--- config.mk ---
export PLATFORM = sky130hd
export DESIGN_NAME = dcm_spi_master
export DESIGN_NICKNAME = d
export VERILOG_FILES = /design/src/rtl/dcm_spi_master.sv
export SDC_FILE = /design/constraint.sdc
export NUM_CORES = 1
export LEC_CHECK = 0
export ABC_AREA = 1
export ABC_CLOCK_PERIOD_IN_PS = 3550
export BUFFER_PORTS_ARGS = -buffer_cell sky130_fd_sc_hd__buf_2
export CAP_MARGIN = 30
export CORE_AREA = 2 2 77 79
export CTS_CLUSTER_DIAMETER = 80
export DETAILED_ROUTE_END_ITERATION = 10
export DIE_AREA = 0 0 79 81
export HOLD_SLACK_MARGIN = 0.12
export PLACE_DENSITY = 0.75
export SLEW_MARGIN = 20
export SYNTH_ARGS = -nofsm -noshare
export SYNTH_HDL_FRONTEND = slang
export SYNTH_SLANG_ARGS = --single-unit
--- constraint.sdc ---
create_clock -name clk -period 3.55 [get_ports clk]
set_input_delay 0.355 -clock clk [delete_from_list [all_inputs] [get_ports clk]]
set_output_delay 0.355 -clock clk [all_outputs]
set_load 0.01 [all_outputs]
--- src/rtl/dcm_spi_master.sv ---
`timescale 1ns/1ps
// -----------------------------------------------------------------------------
// dcm_spi_master
//
// SPI initiator for the DC-motor controller register port. A host command
// becomes one SPI frame: a command byte {write, addr[6:0]} followed by cmd_len
// data bytes. The slave auto-increments the register address for each data
// byte. SPI mode 0 (SCK idles low, data sampled on the rising edge), MSB first.
//
// Handshakes (strict valid/ready): a transfer happens on a clock edge where
// both valid and ready are high. Neither side may depend on the other side's
// valid/ready combinationally in a way that forms a loop. cmd_ready and
// wr_ready never depend on cmd_valid / wr_valid. rd_valid is a one-cycle
// pulse with no backpressure.
//
// Ports
//   clk, reset        clock, synchronous active-high reset
//   cmd_valid/ready   command handshake; ready is high only while idle
//   cmd_write         1 = write frame, 0 = read frame
//   cmd_addr, cmd_len start register address, number of data bytes (0..127)
//   wr_data/valid/rdy write byte stream for write frames
//   rd_data, rd_valid received byte and its one-cycle strobe (read frames)
//   busy              high from command accept until done
//   done              one-cycle pulse after the inter-frame gap
//   spi_ss/clk/mosi   SPI outputs (ss active low, clk idles low)
//   spi_miso          SPI input
//   fsm_state         current FSM state, for debug and checkers
// -----------------------------------------------------------------------------
module dcm_spi_master #(
  parameter int CLK_DIV  = 4,
  parameter int CS_SETUP = 2,
  parameter int CS_HOLD  = 2,
  parameter int CS_GAP   = 4
) (
  input  logic       clk,
  input  logic       reset,
  input  logic       cmd_valid,
  output logic       cmd_ready,
  input  logic       cmd_write,
  input  logic [6:0] cmd_addr,
  input  logic [6:0] cmd_len,
  input  logic [7:0] wr_data,
  input  logic       wr_valid,
  output logic       wr_ready,
  output logic [7:0] rd_data,
  output logic       rd_valid,
  output logic       busy,
  output logic       done,
  output logic       spi_ss,
  output logic       spi_clk,
  output logic       spi_mosi,
  input  logic       spi_miso,
  output logic [2:0] fsm_state
);

  typedef enum logic [2:0] {
    S_IDLE  = 3'd0,
    S_SETUP = 3'd1,
    S_LOAD  = 3'd2,
    S_SHIFT = 3'd3,
    S_HOLD  = 3'd4,
    S_GAP   = 3'd5
  } state_t;

  // One shared cycle counter serves every timed phase, so it is sized for
  // the largest of the timing parameters.
  localparam int MAX_A = (CLK_DIV > CS_SETUP) ? CLK_DIV : CS_SETUP;
  localparam int MAX_B = (CS_HOLD > CS_GAP) ? CS_HOLD : CS_GAP;
  localparam int MAX_P = (MAX_A > MAX_B) ? MAX_A : MAX_B;
  localparam int CNT_W = (MAX_P > 1) ? $clog2(MAX_P) : 1;

  state_t state_q, state_d;

  logic [CNT_W-1:0] cnt_q;
  logic [2:0]       bit_q;
  logic [7:0]       byte_q;   // index of the byte on the wire (0 = command)
  logic             write_q;
  logic [6:0]       addr_q;
  logic [6:0]       len_q;
  logic [6:0]       tx_q;     // remaining bits to send; MSB already on mosi
  logic [6:0]       rx_q;     // bits received so far in this byte

  // Next values of the registered outputs.
  logic       ss_n, sck_n, mosi_n, cmd_ready_n, busy_n, done_n, rd_valid_n;
  logic [7:0] rd_data_n;

  // Shared condition terms.
  logic       accept;
  logic       is_data;
  logic       load_stall;
  logic [7:0] load_byte;
  logic       setup_last, div_last, hold_last, gap_last;
  logic       sample;
  logic       byte_end;
  logic       last_byte;

  assign accept     = (state_q == S_IDLE) && cmd_valid && cmd_ready;
  assign is_data    = (byte_q != 8'd0);
  assign load_stall = (state_q == S_LOAD) && is_data && write_q && !wr_valid;
  assign load_byte  = !is_data ? {write_q, addr_q} :
                      (write_q ? wr_data : 8'h00);

  assign setup_last = (cnt_q == CNT_W'(CS_SETUP - 1));
  assign div_last   = (cnt_q == CNT_W'(CLK_DIV - 1));
  assign hold_last  = (cnt_q == CNT_W'(CS_HOLD - 1));
  assign gap_last   = (cnt_q == CNT_W'(CS_GAP - 1));

  // miso is captured in the last clk cycle of each SCK high phase, which is
  // also the cycle that produces the falling edge.
  assign sample    = (state_q == S_SHIFT) && spi_clk && div_last;
  assign byte_end  = sample && (bit_q == 3'd7);
  assign last_byte = (byte_q == {1'b0, len_q});

  assign wr_ready  = (state_q == S_LOAD) && is_data && write_q;
  assign fsm_state = state_q;

  // ---------------------------------------------------------------------------
  // FSM: state register
  // ---------------------------------------------------------------------------
  always_ff @(posedge clk) begin
    if (reset) state_q <= S_IDLE;
    else       state_q <= state_d;
  end

  // ---------------------------------------------------------------------------
  // FSM: next-state logic
  // ---------------------------------------------------------------------------
  always_comb begin
    state_d = state_q;
    case (state_q)
      S_IDLE:  if (accept)      state_d = S_SETUP;
      S_SETUP: if (setup_last)  state_d = S_LOAD;
      S_LOAD:  if (!load_stall) state_d = S_SHIFT;
      S_SHIFT: if (byte_end)    state_d = last_byte ? S_HOLD : S_LOAD;
      S_HOLD:  if (hold_last)   state_d = S_GAP;
      S_GAP:   if (gap_last)    state_d = S_IDLE;
      default:                  state_d = S_IDLE;
    endcase
  end

  // ---------------------------------------------------------------------------
  // FSM: output logic (next values of the registered outputs)
  // ---------------------------------------------------------------------------
  always_comb begin
    ss_n        = spi_ss;
    sck_n       = spi_clk;
    mosi_n      = spi_mosi;
    cmd_ready_n = cmd_ready;
    busy_n      = busy;
    done_n      = 1'b0;
    rd_valid_n  = 1'b0;
    rd_data_n   = rd_data;
    case (state_q)
      S_IDLE: begin
        cmd_ready_n = 1'b1;
        if (accept) begin
          cmd_ready_n = 1'b0;
          busy_n      = 1'b1;
          ss_n        = 1'b0;
        end
      end
      S_SETUP: sck_n = 1'b0;
      S_LOAD: begin
        sck_n = 1'b0;
        if (!load_stall) mosi_n = load_byte[7];
      end
      S_SHIFT: begin
        if (div_last) begin
          if (!spi_clk) begin
            sck_n = 1'b1;
          end else begin
            sck_n = 1'b0;
            // Next bit goes out with the falling edge; the first bit of the
            // following byte is driven from LOAD instead.
            if (bit_q != 3'd7) mosi_n = tx_q[6];
            if (byte_end && is_data && !write_q) begin
              rd_data_n  = {rx_q, spi_miso};
              rd_valid_n = 1'b1;
            end
          end
        end
      end
      S_HOLD: begin
        if (hold_last) begin
          ss_n   = 1'b1;
          mosi_n = 1'b0;
        end
      end
      S_GAP: begin
        if (gap_last) begin
          done_n      = 1'b1;
          busy_n      = 1'b0;
          cmd_ready_n = 1'b1;
        end
      end
      default: ;
    endcase
  end

  always_ff @(posedge clk) begin
    if (reset) begin
      spi_ss    <= 1'b1;
      spi_clk   <= 1'b0;
      spi_mosi  <= 1'b0;
      cmd_ready <= 1'b0;
      busy      <= 1'b0;
      done      <= 1'b0;
      rd_valid  <= 1'b0;
      rd_data   <= 8'h00;
    end else begin
      spi_ss    <= ss_n;
      spi_clk   <= sck_n;
      spi_mosi  <= mosi_n;
      cmd_ready <= cmd_ready_n;
      busy      <= busy_n;
      done      <= done_n;
      rd_valid  <= rd_valid_n;
      rd_data   <= rd_data_n;
    end
  end

  // ---------------------------------------------------------------------------
  // Datapath: counters, command latch, shift registers
  // ---------------------------------------------------------------------------
  always_ff @(posedge clk) begin
    if (reset) begin
      cnt_q   <= '0;
      bit_q   <= 3'd0;
      byte_q  <= 8'd0;
      write_q <= 1'b0;
      addr_q  <= 7'd0;
      len_q   <= 7'd0;
      tx_q    <= 7'd0;
      rx_q    <= 7'd0;
    end else begin
      case (state_q)
        S_IDLE: begin
          cnt_q <= '0;
          if (accept) begin
            write_q <= cmd_write;
            addr_q  <= cmd_addr;
            len_q   <= cmd_len;
            byte_q  <= 8'd0;
          end
        end
        S_SETUP: cnt_q <= setup_last ? '0 : cnt_q + CNT_W'(1);
        S_LOAD: begin
          cnt_q <= '0;
          bit_q <= 3'd0;
          if (!load_stall) tx_q <= load_byte[6:0];
        end
        S_SHIFT: begin
          cnt_q <= div_last ? '0 : cnt_q + CNT_W'(1);
          if (sample) begin
            rx_q <= {rx_q[5:0], spi_miso};
            if (bit_q == 3'd7) begin
              byte_q <= byte_q + 8'd1;
            end else begin
              bit_q <= bit_q + 3'd1;
              tx_q  <= {tx_q[5:0], 1'b0};
            end
          end
        end
        S_HOLD: cnt_q <= hold_last ? '0 : cnt_q + CNT_W'(1);
        S_GAP:  cnt_q <= gap_last ? '0 : cnt_q + CNT_W'(1);
        default: cnt_q <= '0;
      endcase
    end
  end

endmodule
==> run_results.csv <==
group,metric,value,unit
synthesis,synth_top_area_share,0.405,
critical_path,critPathSlowestCell,"dfxtp_1",
timing,fin_skew,0.00880,ns
clocking,cts_tree,"yes",
global_route,antenna_found_initial,0,
die,placementRows,28,
synthesis,synth_seq_cells,60,
final_layout,syn_to_final_growth,15.1,%
global_route,grt_pass1_vias,2564,
final_layout,nets,526,
route,drcViolationCount,0,
timing,setup_viol,0,
final_layout,num_antenna_cells,0,
clocking,cts.sinks,60,
place,gp_congestion,0.883,
die,die_width,79,um
critical_path,worst_ep_arrival_time,1.81,ns
critical_path,critPathMaxFanout,11,
clocking,htree_levels,3,
timing,slew_headroom,0.513,
critical_path,critical-path-top-delay-family,"simple AND/OR/NAND/NOR gates",
final_layout,drive_gt1_frac,0.161,
clocking,worstSkewPairLatency,0.35,ns
synthesis,ys_types,27,
timing,worst_pin_slew,0.728,ns
route,drt_pre_antenna_iters,5,
synthesis,synth_top_cell_by_area,"dfxtp_1",
clocking,clock_tree.root_cell,"clkbuf_8",
synthesis,postSynth.asyncResetShare,0,
synthesis,synthFlopType,"dfxtp_1",
die,die-area,6400,um^2
critical_path,start_kind,"register",
clocking,post_cts_buffers,0,
global_route,grt_max_degree,36,
critical_path,cp_num_buf_inv,3,
synthesis,yosysSeqAreaShare,0.405,
final_layout,fin_util,0.602,
timing,rsz0062_at_grt,"false",
timing,hold_violations,0,
pwr,p_leak,1.68,nW
synthesis,syn_inst,449,
synthesis,syn_nets,484,
die,pin_count,47,
place,hpwl,4770,um
synthesis,avgSynthCellArea,6.61,um^2
clocking,cts-resized-gates,0,
critical_path,path_cells,"inv_1 > ha_1 > nand2_1 > nor2_1 > nand2_1 > nand2_1 > inv_1 > buf_2",
critical_path,critical_path_class,"reg2out",
route,vias,2884,
route,vias_per_cell,5.05,
die,core,5680,um^2
clocking,holdBufCountCts,0,
synthesis,synth_enable_flop_cells,0,
timing,fmax,461,MHz
synthesis,synthTopCellsByArea,"dfxtp_1, nand2_1, nor2_1",
status,status,"finished clean",
timing,holdWs,0.235,ns
route,drt.antenna.violating_nets,0,
clocking,clk_path_buf_depth,2,
timing,finalCritPeriodShare,0.611,
critical_path,path_common_cell,"nand2_1",
place,portBuffers,46,
timing,fin_setup_tns,0,ns
critical_path,worst_path_largest_cell_delay,0.42,ns
flow_run,cap_viol_max_count,0,
pwr,power_density,669,nW/um^2
global_route,grt_use_total,0.229,
route,drt_iter0_drc,200,
global_route,grt_overflow,0,
pwr,peakVddDrop,0.000374,V
min_path,min_path_type,"in2reg",
global_route,grt_pass1_wl,11400,um
route,routedWlPerCell,11.6,um
critical_path,cp_data_required_time,3.19,ns
synthesis,synthesis.area,2970,um^2
final_layout,nFillCells,568,
die,die_h,81,um
clocking,cts_inserted_buffers,9,
clocking,path_clk_slew,0.07,ns
timing,min_period,2.17,ns
route,routed_wl,6620,um
die,initial_core_util,0.523,
critical_path,worstSetupEndpointType,"primary output",
synthesis,ys_warn_count,0,
timing,finalMaxSlewViolations,0,
where the power goes:
group          leakage [nW]  total [mW]  switching, mW  internal [mW]
logic                  1.09       0.803          0.544          0.259
clock network         0.104       0.625          0.297          0.328
registers             0.487       0.858         0.0900          0.768
total                  1.68        2.29          0.931           1.35
per-stage QoR:
stage / area (um^2) / cells / setup slack (ns) / total power, mW
finish: 3420 / 571 / 1.38 / 2.29
global route: 3420 / 571 / 1.10 / 2.46
CTS: 3420 / 571 / 1.38 / 2.29
detailed placement: 3220 / 555 / 1.41 / 1.66
global placement: 3220 / 555 / 1.48 / 1.66
floorplan: 2970 / 449 / 1.95 / 1.48
routing by layer:
| metal | part of all wire | routed length [um] | global-route usage | up-vias |
|---|---|---|---|---|
| met5 | 0 | 0 | 0 | - |
| met4 | 0.033 | 217 | 0.128 | 0 |
| met1 | 0.46 | 3050 | 0.289 | 1274 |
| li1 | - | - | - | 1496 |
| met2 | 0.45 | 2970 | 0.365 | 92 |
| met3 | 0.058 | 382 | 0.0522 | 22 |
flip-flops by register name, summed over array words and instances, names as in the netlist:
| register | cells |
|---|---|
| rx_q | 7 |
| rd_valid | 1 |
| write_q | 1 |
| fsm_state | 3 |
| tx_q | 7 |
| cmd_ready | 1 |
| busy | 1 |
| cnt_q | 2 |
| len_q | 7 |
| spi_clk | 1 |
| done | 1 |
| spi_ss | 1 |
| addr_q | 7 |
| byte_q | 8 |
| rd_data | 8 |
| bit_q | 3 |
| spi_mosi | 1 |
layout make-up:
| class | count | area (um^2) | area share |
|---|---|---|---|
| clock inverter | 7 | 75.1 | 0.0220 |
| clock buffer | 9 | 124 | 0.0363 |
| inverter | 55 | 209 | 0.0611 |
| multi-input combinational | 318 | 1480 | 0.432 |
| sequential | 60 | 1200 | 0.352 |
| tap | 75 | 93.8 | 0.0275 |
| timing repair buffer | 47 | 238 | 0.0696 |
kinds of logic (layout without fill, tap and decap cells):
family	after synthesis	after routing	synth area share
AOI/OAI and AO/OA	62	62	0.107
xor gates and xnor gates	4	4	0.0118
adders and majority gates	7	7	0.0295
buffers and inverters	71	118	0.0982
DFF	60	60	0.405
and+or+nand+nor	245	245	0.349
cells in the mapped netlist (2+ instances only):
library cell  instances
a21oi_1              35
buf_2                 6
buf_6                 2
clkbuf_1              7
dfxtp_1              60
ha_1                  7
inv_1                48
inv_2                 6
nand2_1             126
nand2_2               4
nand3_1              32
nor2_1               71
nor2_2                2
nor2_8                2
nor3_1                4
o21ai_0              23
o21ai_1               2
xnor2_1               3
worst paths after layout:
kind | endpoint | depth (start not counted) | start | slack [ns]
setup / recovery | wr_ready | 8 | byte_q[0] | 1.38
hold / removal | rx_q[0] | 3 | spi_miso | 0.23
setup reg to reg | byte_q[2] | 9 | fsm_state[0] | 1.39
hold reg to reg | busy | 2 | busy | 0.46
worst register-to-register path, delay by kind of cell, from the launching register on:
kind / cells / cell delay (ns)
AO/OA/AOI/OAI: 2 / 0.20
AND/OR/NAND/NOR: 4 / 0.93
flip-flops: 1 / 0.52
buffers and inverters: 3 / 0.45
cells in the final DEF, fill, tap and decap left out, types with 2 or more instances in the layout:
cell type | netlist | routed
a21oi_1 | 35 | 35
buf_2 | 6 | 46
clkbuf_8 | 0 | 9
clkinv_2 | 0 | 2
clkinv_4 | 0 | 2
dfxtp_1 | 60 | 60
ha_1 | 7 | 7
inv_1 | 48 | 48
inv_2 | 6 | 6
inv_6 | 0 | 2
nand2_1 | 126 | 126
nand2_2 | 4 | 4
nand3_1 | 32 | 32
nor2_1 | 71 | 71
nor2_2 | 2 | 2
nor2_8 | 2 | 2
nor3_1 | 4 | 4
o21ai_0 | 23 | 23
o21ai_1 | 2 | 2
xnor2_1 | 3 | 3
(Power assumes the default switching activity.)
